===== src/rtl/axi4lite_pkg.sv =====
// axi4lite_pkg: widths, response codes and FSM states
// shared by the AXI4-Lite initiator and its bus interface.
package axi4lite_pkg;
    localparam int ADDR_W = 32;
    localparam int DATA_W = 32;

    localparam logic [1:0] OKAY   = 2'b00;
    localparam logic [1:0] EXOKAY = 2'b01;
    localparam logic [1:0] SLVERR = 2'b10;
    localparam logic [1:0] DECERR = 2'b11;

    typedef enum logic [2:0] {
        IDLE,
        WRREQ,
        WRRSP,
        RDREQ,
        RDRSP,
        RESP
    } stateT;
endpackage


===== src/rtl/axi4lite_master_if.sv =====
// axi4lite_master_if: the five AXI4-Lite channels between
// the initiator (master) and a register-block slave.
interface axi4lite_master_if;
    import axi4lite_pkg::*;

    logic [ADDR_W-1:0] oAWADDR;
    logic [2:0]        oAWPROT;
    logic              oAWVALID;
    logic              iAWREADY;
    logic [DATA_W-1:0] oWDATA;
    logic [3:0]        oWSTRB;
    logic              oWVALID;
    logic              iWREADY;
    logic [1:0]        iBRESP;
    logic              iBVALID;
    logic              oBREADY;
    logic [ADDR_W-1:0] oARADDR;
    logic [2:0]        oARPROT;
    logic              oARVALID;
    logic              iARREADY;
    logic [DATA_W-1:0] iRDATA;
    logic [1:0]        iRRESP;
    logic              iRVALID;
    logic              oRREADY;

    modport master (
        output oAWADDR, oAWPROT, oAWVALID,
        input  iAWREADY,
        output oWDATA, oWSTRB, oWVALID,
        input  iWREADY,
        input  iBRESP, iBVALID,
        output oBREADY,
        output oARADDR, oARPROT, oARVALID,
        input  iARREADY,
        input  iRDATA, iRRESP, iRVALID,
        output oRREADY
    );

    modport slave (
        input  oAWADDR, oAWPROT, oAWVALID,
        output iAWREADY,
        input  oWDATA, oWSTRB, oWVALID,
        output iWREADY,
        output iBRESP, iBVALID,
        input  oBREADY,
        input  oARADDR, oARPROT, oARVALID,
        output iARREADY,
        output iRDATA, iRRESP, iRVALID,
        input  oRREADY
    );
endinterface


===== src/rtl/axi4lite_wdog.sv =====
// axi4lite_wdog: saturating per-transaction cycle counter
// with a sticky expired flag; TOUT = 0 disables it.
module axi4lite_wdog #(
    parameter int TOUT = 1024
) (
    input  logic clk,
    input  logic rst,
    input  logic clear,
    input  logic run,
    output logic expired
);
    localparam int W = (TOUT > 0) ? $clog2(TOUT + 1) : 1;
    localparam logic [W-1:0] LIM = W'(TOUT);

    logic [W-1:0] cnt;

    always_ff @(posedge clk) begin
        if (rst || clear) begin
            cnt <= '0;
        end else if (run && cnt != LIM) begin
            cnt <= cnt + W'(1);
        end
    end

    // flag rises on the same edge the count reaches TOUT
    always_ff @(posedge clk) begin
        if (rst) begin
            expired <= 1'b0;
        end else if (TOUT != 0 && run && cnt == LIM - W'(1)) begin
            expired <= 1'b1;
        end
    end
endmodule


===== src/rtl/axi4lite_master.sv =====
// axi4lite_master: single-outstanding AXI4-Lite initiator
// bridging a command/response port onto the AXI channels.
module axi4lite_master
    import axi4lite_pkg::*;
#(
    parameter logic [2:0] PROT = 3'b000,
    parameter int          TOUT = 1024
) (
    input  logic              iCLK,
    input  logic              iRST,
    input  logic              iCMDVALID,
    output logic              oCMDREADY,
    input  logic              iCMDWR,
    input  logic [ADDR_W-1:0] iCMDADR,
    input  logic [DATA_W-1:0] iCMDWDAT,
    input  logic [3:0]        iCMDSTRB,
    output logic              oRSPVALID,
    input  logic              iRSPREADY,
    output logic              oRSPWR,
    output logic [DATA_W-1:0] oRSPRDAT,
    output logic [1:0]        oRSPRESP,
    output logic              oTOUT,
    axi4lite_master_if.master bus
);
    stateT             state;
    stateT             stateNxt;
    logic [ADDR_W-1:0] adr;
    logic [DATA_W-1:0] wdat;
    logic [DATA_W-1:0] rdat;
    logic [3:0]        strb;
    logic [1:0]        resp;
    logic              wr;
    logic              awPend;
    logic              wPend;
    logic              accept;
    logic              awDone;
    logic              wDone;

    assign oCMDREADY = (state == IDLE) && !iRST;
    assign accept    = (state == IDLE) && iCMDVALID;
    assign awDone    = !awPend || bus.iAWREADY;
    assign wDone     = !wPend || bus.iWREADY;

    always_ff @(posedge iCLK) begin
        if (iRST) begin
            state <= IDLE;
        end else begin
            state <= stateNxt;
        end
    end

    always_comb begin
        stateNxt = state;
        unique case (state)
            IDLE:    if (iCMDVALID) stateNxt = iCMDWR ? WRREQ : RDREQ;
            WRREQ:   if (awDone && wDone) stateNxt = WRRSP;
            WRRSP:   if (bus.iBVALID) stateNxt = RESP;
            RDREQ:   if (bus.iARREADY) stateNxt = RDRSP;
            RDRSP:   if (bus.iRVALID) stateNxt = RESP;
            RESP:    if (iRSPREADY) stateNxt = IDLE;
            default: stateNxt = IDLE;
        endcase
    end

    // AW and W are tracked separately so either may finish first
    always_ff @(posedge iCLK) begin
        if (iRST) begin
            adr    <= '0;
            wdat   <= '0;
            strb   <= '0;
            wr     <= 1'b0;
            rdat   <= '0;
            resp   <= OKAY;
            awPend <= 1'b0;
            wPend  <= 1'b0;
        end else begin
            if (accept) begin
                adr    <= {iCMDADR[ADDR_W-1:2], 2'b00};
                wdat   <= iCMDWDAT;
                strb   <= iCMDSTRB;
                wr     <= iCMDWR;
                rdat   <= '0;
                resp   <= OKAY;
                awPend <= iCMDWR;
                wPend  <= iCMDWR;
            end
            if (state == WRREQ) begin
                if (bus.iAWREADY) awPend <= 1'b0;
                if (bus.iWREADY) wPend <= 1'b0;
            end
            if (state == WRRSP && bus.iBVALID) begin
                resp <= bus.iBRESP;
            end
            if (state == RDRSP && bus.iRVALID) begin
                rdat <= bus.iRDATA;
                resp <= bus.iRRESP;
            end
        end
    end

    assign bus.oAWADDR  = adr;
    assign bus.oAWPROT  = PROT;
    assign bus.oAWVALID = (state == WRREQ) && awPend;
    assign bus.oWDATA   = wdat;
    assign bus.oWSTRB   = strb;
    assign bus.oWVALID  = (state == WRREQ) && wPend;
    assign bus.oBREADY  = (state == WRRSP);
    assign bus.oARADDR  = adr;
    assign bus.oARPROT  = PROT;
    assign bus.oARVALID = (state == RDREQ);
    assign bus.oRREADY  = (state == RDRSP);

    assign oRSPVALID = (state == RESP);
    assign oRSPWR    = wr;
    assign oRSPRDAT  = rdat;
    assign oRSPRESP  = resp;

    axi4lite_wdog #(
        .TOUT(TOUT)
    ) uWdog (
        .clk    (iCLK),
        .rst    (iRST),
        .clear  (accept),
        .run    (state != IDLE && state != RESP),
        .expired(oTOUT)
    );
endmodule


===== src/flat_wrapper.sv =====
// flat-port wrapper written by rule: the top's interface ports become plain ports
module axi4lite_master_flat import axi4lite_pkg::*;
#(
    parameter logic [2:0] PROT = 3'b000,
    parameter int          TOUT = 1024
)
  (iCLK, iRST, iCMDVALID, oCMDREADY, iCMDWR, iCMDADR, iCMDWDAT, iCMDSTRB, oRSPVALID, iRSPREADY, oRSPWR, oRSPRDAT, oRSPRESP, oTOUT, bus_oAWADDR, bus_oAWPROT, bus_oAWVALID, bus_iAWREADY, bus_oWDATA, bus_oWSTRB, bus_oWVALID, bus_iWREADY, bus_iBRESP, bus_iBVALID, bus_oBREADY, bus_oARADDR, bus_oARPROT, bus_oARVALID, bus_iARREADY, bus_iRDATA, bus_iRRESP, bus_iRVALID, bus_oRREADY);
  axi4lite_master_if bus_i ();
  input  logic iCLK;
  input  logic iRST;
  input  logic iCMDVALID;
  output logic oCMDREADY;
  input  logic iCMDWR;
  input  logic [ADDR_W-1:0] iCMDADR;
  input  logic [DATA_W-1:0] iCMDWDAT;
  input  logic [3:0] iCMDSTRB;
  output logic oRSPVALID;
  input  logic iRSPREADY;
  output logic oRSPWR;
  output logic [DATA_W-1:0] oRSPRDAT;
  output logic [1:0] oRSPRESP;
  output logic oTOUT;
  output wire logic [$bits(bus_i.oAWADDR)-1:0] bus_oAWADDR;
  output wire logic [$bits(bus_i.oAWPROT)-1:0] bus_oAWPROT;
  output wire logic [$bits(bus_i.oAWVALID)-1:0] bus_oAWVALID;
  input wire logic [$bits(bus_i.iAWREADY)-1:0] bus_iAWREADY;
  output wire logic [$bits(bus_i.oWDATA)-1:0] bus_oWDATA;
  output wire logic [$bits(bus_i.oWSTRB)-1:0] bus_oWSTRB;
  output wire logic [$bits(bus_i.oWVALID)-1:0] bus_oWVALID;
  input wire logic [$bits(bus_i.iWREADY)-1:0] bus_iWREADY;
  input wire logic [$bits(bus_i.iBRESP)-1:0] bus_iBRESP;
  input wire logic [$bits(bus_i.iBVALID)-1:0] bus_iBVALID;
  output wire logic [$bits(bus_i.oBREADY)-1:0] bus_oBREADY;
  output wire logic [$bits(bus_i.oARADDR)-1:0] bus_oARADDR;
  output wire logic [$bits(bus_i.oARPROT)-1:0] bus_oARPROT;
  output wire logic [$bits(bus_i.oARVALID)-1:0] bus_oARVALID;
  input wire logic [$bits(bus_i.iARREADY)-1:0] bus_iARREADY;
  input wire logic [$bits(bus_i.iRDATA)-1:0] bus_iRDATA;
  input wire logic [$bits(bus_i.iRRESP)-1:0] bus_iRRESP;
  input wire logic [$bits(bus_i.iRVALID)-1:0] bus_iRVALID;
  output wire logic [$bits(bus_i.oRREADY)-1:0] bus_oRREADY;
  assign bus_oAWADDR = bus_i.oAWADDR;
  assign bus_oAWPROT = bus_i.oAWPROT;
  assign bus_oAWVALID = bus_i.oAWVALID;
  assign bus_i.iAWREADY = bus_iAWREADY;
  assign bus_oWDATA = bus_i.oWDATA;
  assign bus_oWSTRB = bus_i.oWSTRB;
  assign bus_oWVALID = bus_i.oWVALID;
  assign bus_i.iWREADY = bus_iWREADY;
  assign bus_i.iBRESP = bus_iBRESP;
  assign bus_i.iBVALID = bus_iBVALID;
  assign bus_oBREADY = bus_i.oBREADY;
  assign bus_oARADDR = bus_i.oARADDR;
  assign bus_oARPROT = bus_i.oARPROT;
  assign bus_oARVALID = bus_i.oARVALID;
  assign bus_i.iARREADY = bus_iARREADY;
  assign bus_i.iRDATA = bus_iRDATA;
  assign bus_i.iRRESP = bus_iRRESP;
  assign bus_i.iRVALID = bus_iRVALID;
  assign bus_oRREADY = bus_i.oRREADY;
  axi4lite_master #(.PROT(PROT), .TOUT(TOUT)) u_core (.iCLK(iCLK), .iRST(iRST), .iCMDVALID(iCMDVALID), .oCMDREADY(oCMDREADY), .iCMDWR(iCMDWR), .iCMDADR(iCMDADR), .iCMDWDAT(iCMDWDAT), .iCMDSTRB(iCMDSTRB), .oRSPVALID(oRSPVALID), .iRSPREADY(iRSPREADY), .oRSPWR(oRSPWR), .oRSPRDAT(oRSPRDAT), .oRSPRESP(oRSPRESP), .oTOUT(oTOUT), .bus(bus_i));
endmodule

===== config.mk =====
export PLATFORM = sky130hd
export DESIGN_NAME = axi4lite_master_flat
export DESIGN_NICKNAME = d
export VERILOG_FILES = /design/src/rtl/axi4lite_pkg.sv /design/src/rtl/axi4lite_master_if.sv /design/src/rtl/axi4lite_wdog.sv /design/src/rtl/axi4lite_master.sv /design/src/flat_wrapper.sv
export SDC_FILE = /design/constraint.sdc
export NUM_CORES = 1
export LEC_CHECK = 0
export ABC_CLOCK_PERIOD_IN_PS = 2520
export CORE_ASPECT_RATIO = 0.6
export CORE_MARGIN = 3
export CORE_UTILIZATION = 39
export DETAILED_ROUTE_END_ITERATION = 16
export PLACE_DENSITY = 0.79
export SLEW_MARGIN = 20
export SYNTH_ARGS = -nofsm -noshare
export SYNTH_HDL_FRONTEND = slang
export SYNTH_HIERARCHICAL = 1
export SYNTH_SLANG_ARGS = --single-unit

===== constraint.sdc =====
create_clock -name iCLK -period 2.52 [get_ports iCLK]
set_clock_uncertainty 0.1 [all_clocks]
set_input_delay 0.504 -clock iCLK [delete_from_list [all_inputs] [get_ports iCLK]]
set_output_delay 0.504 -clock iCLK [all_outputs]
set_load 0.03 [all_outputs]

* Yosys cells after proc, flatten, opt, wreduce, memory -nomap -nowiden
Index checks and enable logic that the tools add are counted.
** Storage, ports and cells
- Input bits :: 114
- Logic and storage cells :: 66
- Register bits :: 118
- Output and inout bits :: 149
** Operators by class
- Reduce and logical (&&, ||, !) cells :: 21
- Muxes and demuxes :: 19
- Equality and inequality tests :: 14
- Add/sub/neg operators :: 1
** Operators with widths (count)
- $mux W32 :: 2
- $mux W3 :: 6
- $pmux W3 S6 :: 1
- $add A11 B1 Y11 const B :: 1
- $eq A11 B10 Y1 const B :: 1
- $ne A11 B11 Y1 const B :: 1
- $logic_and A1 B1 Y1 :: 10
- $mux W2 :: 4
- $eq A3 B2 Y1 const B :: 2
- $eq A3 B3 Y1 const B :: 2
- $mux W1 :: 6
- $ne A2 B1 Y1 const B :: 3
- $ne A2 B2 Y1 const B :: 3
- $reduce_and A6 Y1 :: 1
- $reduce_bool A3 Y1 :: 2
- $eq A3 B1 Y1 const B :: 1
- $logic_not A1 Y1 :: 3
- $logic_not A3 Y1 :: 1
- $logic_or A1 B1 Y1 :: 3
- $ne A3 B3 Y1 const B :: 1
- $reduce_bool A2 Y1 :: 1

* Logic depth before layout (Yosys ltp)
- Depth after elaboration :: 5
- Mapped depth :: 7
- Depth with buffers taken out :: 5

* Cells and area by module
The synthesis kept the hierarchy.
** Modules (own cells, without submodules)
- axi4lite_master :: area each 4232.8 um^2, sequential area each 2122.0 um^2, times used 1, cells each 539
- axi4lite_wdog :: area each 654.4 um^2, sequential area each 240.2 um^2, times used 1, cells each 76

* Worst setup path before layout
OpenSTA, ideal clock, no wires.
- Path type :: input-to-output
- Start point :: in iRST
- End point :: out oCMDREADY
- Slack :: 0.363 ns
- Data arrival time :: 1.553 ns
- Stages :: 3
- Buffers on the path :: 2
- Required time :: 1.916 ns
- Cell sequence :: clkbuf_1 clkbuf_1 nor3_1
** Between the ends
- Cells in the longest elaborated chain, start to end :: 2
** Ends and longest elaborated chain
- start, declared :: RTL line flat_wrapper.sv:10 : input logic iRST;
- $logic_not A1 Y1 :: RTL line axi4lite_master.sv:39 : assign oCMDREADY = (state == IDLE) && !iRST;
- $logic_and A1 B1 Y1 :: RTL line axi4lite_master.sv:39
- end, declared :: RTL line flat_wrapper.sv:12 : output logic oCMDREADY;
Every way passes these cells.

* Final worst setup path
- Start point :: reg u_core.state[2]
- End point :: out bus_oAWVALID
** Between the ends
- Cells in the longest elaborated chain, start to end :: 2
** Ends and longest elaborated chain
- start, declared :: RTL line axi4lite_master.sv:25 : stateT state;
- start signal, assigned :: RTL line axi4lite_master.sv:48 : state <= stateNxt;
- $eq A3 B1 Y1 :: RTL line axi4lite_master.sv:103 : assign bus.oAWVALID = (state == WRREQ) && awPend;
- $logic_and A1 B1 Y1 :: RTL line axi4lite_master.sv:103
- end, declared :: RTL line flat_wrapper.sv:25 : output wire logic [$bits(bus_i.oAWVALID)-1:0] bus_oAWVALID;
Every way passes these cells.

==> out/metrics.cfg <==
[clock_network]
cts_tree=done
root_buffer=clkbuf_16
cts_buffers=17
clockBufferDepth=2
clkSinkCount=118
clk_latency_ps=400
ctsHoldBuffers=0
h-tree-depth=4
cts.reportedPaths.clkPinSlew_ps=50

[finish]
synthToLayoutAreaGrowth_pct=60.9
multi_input_area_sq_um=2050
final_area_sq_um=7860
seqCellArea_sq_um=2360
final_cells=994
finalNetCount=937
fillers=934
num_antenna_cells=0
final_core_util_pct=66.9
drive_gt1_share_pct=6.47

[synthesis]
synth.distinct_cells=47
syn_inst=615
synth_seq_area_share_pct=48.3
synth_seq_cells=118
synth_area_sq_um=4890
ys_warn_count=6
async_flop_share_pct=0
synth-main-ff-cell=dfxtp_1
synth-edff-count=0
synth_area_per_cell_sq_um=7.95

[global_route]
grt_max_degree=113
antenna_found_initial=0
grt_usage_pct=21.6
gr-total-overflow=0
grt_pass1_wl_um=24300
grt_pass1_vias=4779

[critical_path]
reg2reg_from=u_core/state[0]
worstPathMaxFanout=16
path_class=flop to primary output
arrival_ps=1680
required_ps=1920
startpoint_type=flop
critical_path.startpoint=u_core/state[2]
end_kind=primary output

[floorplan]
start_util_pct=41.6
io_pins=263
die_area_sq_um=14000
row_count=30
fp.dieW_um=151
chipHeight_um=92.7
coreArea_sq_um=11700

[power_and_ir_drop]
vdd_drop_max_v=0.000474
p_leak_uw=0.00287
power.density_nw_per_um2=893

[sta]
drv_slew=0
rsz0062_at_grt=no
setup_viol=0
fin_setup_tns_ps=0
fin_crit_sh_pct=90.8
timing.fmax_ghz=0.437
worstMarginPinSlew_ps=751
hold_viol_final=0
slew_headroom_pct=50.0
min_period_ps=2290

[placed_design]
dp_hpwl_um=11200
placedCellCount=962
place_area_sq_um=7250
gp_congestion=0.860
io_buffer_count=250

[routing]
viasPerCell=5.01
routedWlPerCell_um=15.7
drc_errors=0
wl_um=15600
via_count=4976
ant_nets=0
drt_iter0_drc=270
dr.pass1.iters=5

[worst_hold_path]
hold_path_class=flop to flop
hp-start=u_core/bus.oWDATA[2]

[job]
drv_cap=0

[status]
outcome=finished, final reports clean

## metal layers
| metal | vias to the layer above | wire (um) | global-route usage (%) |
|---|---|---|---|
| met4 | 0 | 122 | 5.25 |
| met3 | 13 | 1560 | 9.10 |
| met2 | 217 | 7630 | 37.0 |
| met1 | 2306 | 6300 | 25.1 |
| met5 | - | 0 | 0 |
| li1 | 2440 | - | - |
## repair_timing
action	in CTS	in global routing
gates cloned	0	0
buffers inserted	0	0
pin swaps	0	0
setup endpoints to repair	6	2
resized for setup	6	2
## state kept, by name, summed over array words and instances (netlist names)
name / flops
u_core/oRSPWR: 1
u_core/oRSPRDAT: 32
u_core/bus.oWSTRB: 4
u_core/state: 3
u_core/bus.oWDATA: 32
u_core/awPend: 1
u_core/oRSPRESP: 2
u_core/bus.oARADDR: 30
u_core/uWdog/cnt: 11
u_core/uWdog/expired: 1
u_core/wPend: 1
## cells in the mapped netlist, types with 5 or more instances
master | n | share of area [%]
nand2_1 | 175 | 13
dfxtp_1 | 118 | 48
a21oi_1 | 111 | 11
buf_4 | 42 | 6.5
nand3_1 | 36 | 3.7
clkbuf_1 | 26 | 2.0
buf_2 | 14 | 1.4
o21ai_0 | 11 | 1.1
nor2_1 | 7 | 0.54
inv_1 | 6 | 0.46
nor2b_1 | 5 | 0.64
nor4b_1 | 5 | 0.90
## cell families after synthesis
logic type                 Yosys count  share of synthesized area [%]
DFF                                118                           48.3
and+or+nand+nor                    261                           24.4
other                                1                         0.0767
muxes                                1                          0.205
adders and majority gates            2                          0.512
AOI/OAI and AO/OA                  139                           15.4
buffers and inverters               91                           10.7
xor gates and xnor gates             2                          0.358
## final timing paths
kind	depth (start not counted)	slack (ps)	end
hold reg to reg	2	350	u_core/bus.oWDATA[2]
setup reg to reg	5	370	u_core/uWdog/cnt[9]
setup / recovery	4	230	bus_oAWVALID
hold / removal	2	350	u_core/bus.oWDATA[2]
## final cells by class
type / count / share of cell area (%)
timing repair buffer: 262 / 33.2
sequential: 118 / 30.1
multi-input combinational: 415 / 26.1
clock buffer: 20 / 5.81
tap: 160 / 2.55
clock inverter: 12 / 1.93
inverter: 7 / 0.334
## through the flow
stage          hold WS [ps]  power, uW  setup slack [ps]
2_1_floorplan           357       3730               363
3_3_place_gp            343       4540               114
3_5_place_dp            346       4620              22.6
4_1_cts                 354       7080              53.0
5_1_grt                 367       7350               124
6_report                351       7020               233
## where the power goes
group	switching [uW]	total, uW	internal, uW
registers	166	2260	2090
logic	1390	2310	914
clock network	849	2450	1610
## critical path: stages, from the launching register on
cell and delay [ps]:
dfxtp_1 310, buf_4 180, nor2b_1 190, and3_1 190, dlygate4sd2_1 410
## placed cells by master, fill, tap and decap left out, types with 3 or more instances in the layout
cell             netlist  final
a21o_1                 3      3
a21oi_1              111    111
buf_4                 42     11
bufinv_16              0      3
clkbuf_16              0     17
clkdlybuf4s50_1        0    242
clkinv_2               0      4
conb_1                 1     10
dfxtp_1              118    117
dlygate4sd2_1          0      5
inv_1                  6      6
nand2_1              175    175
nand3_1               36     36
nand4_1                4      4
nor2_1                 7      7
nor2b_1                5      5
nor3_1                 4      4
nor4b_1                5      5
o211ai_1               3      3
o21ai_0               11     11
or3_1                  3      3
or4_1                  3      3
(Power assumes the default switching activity.)
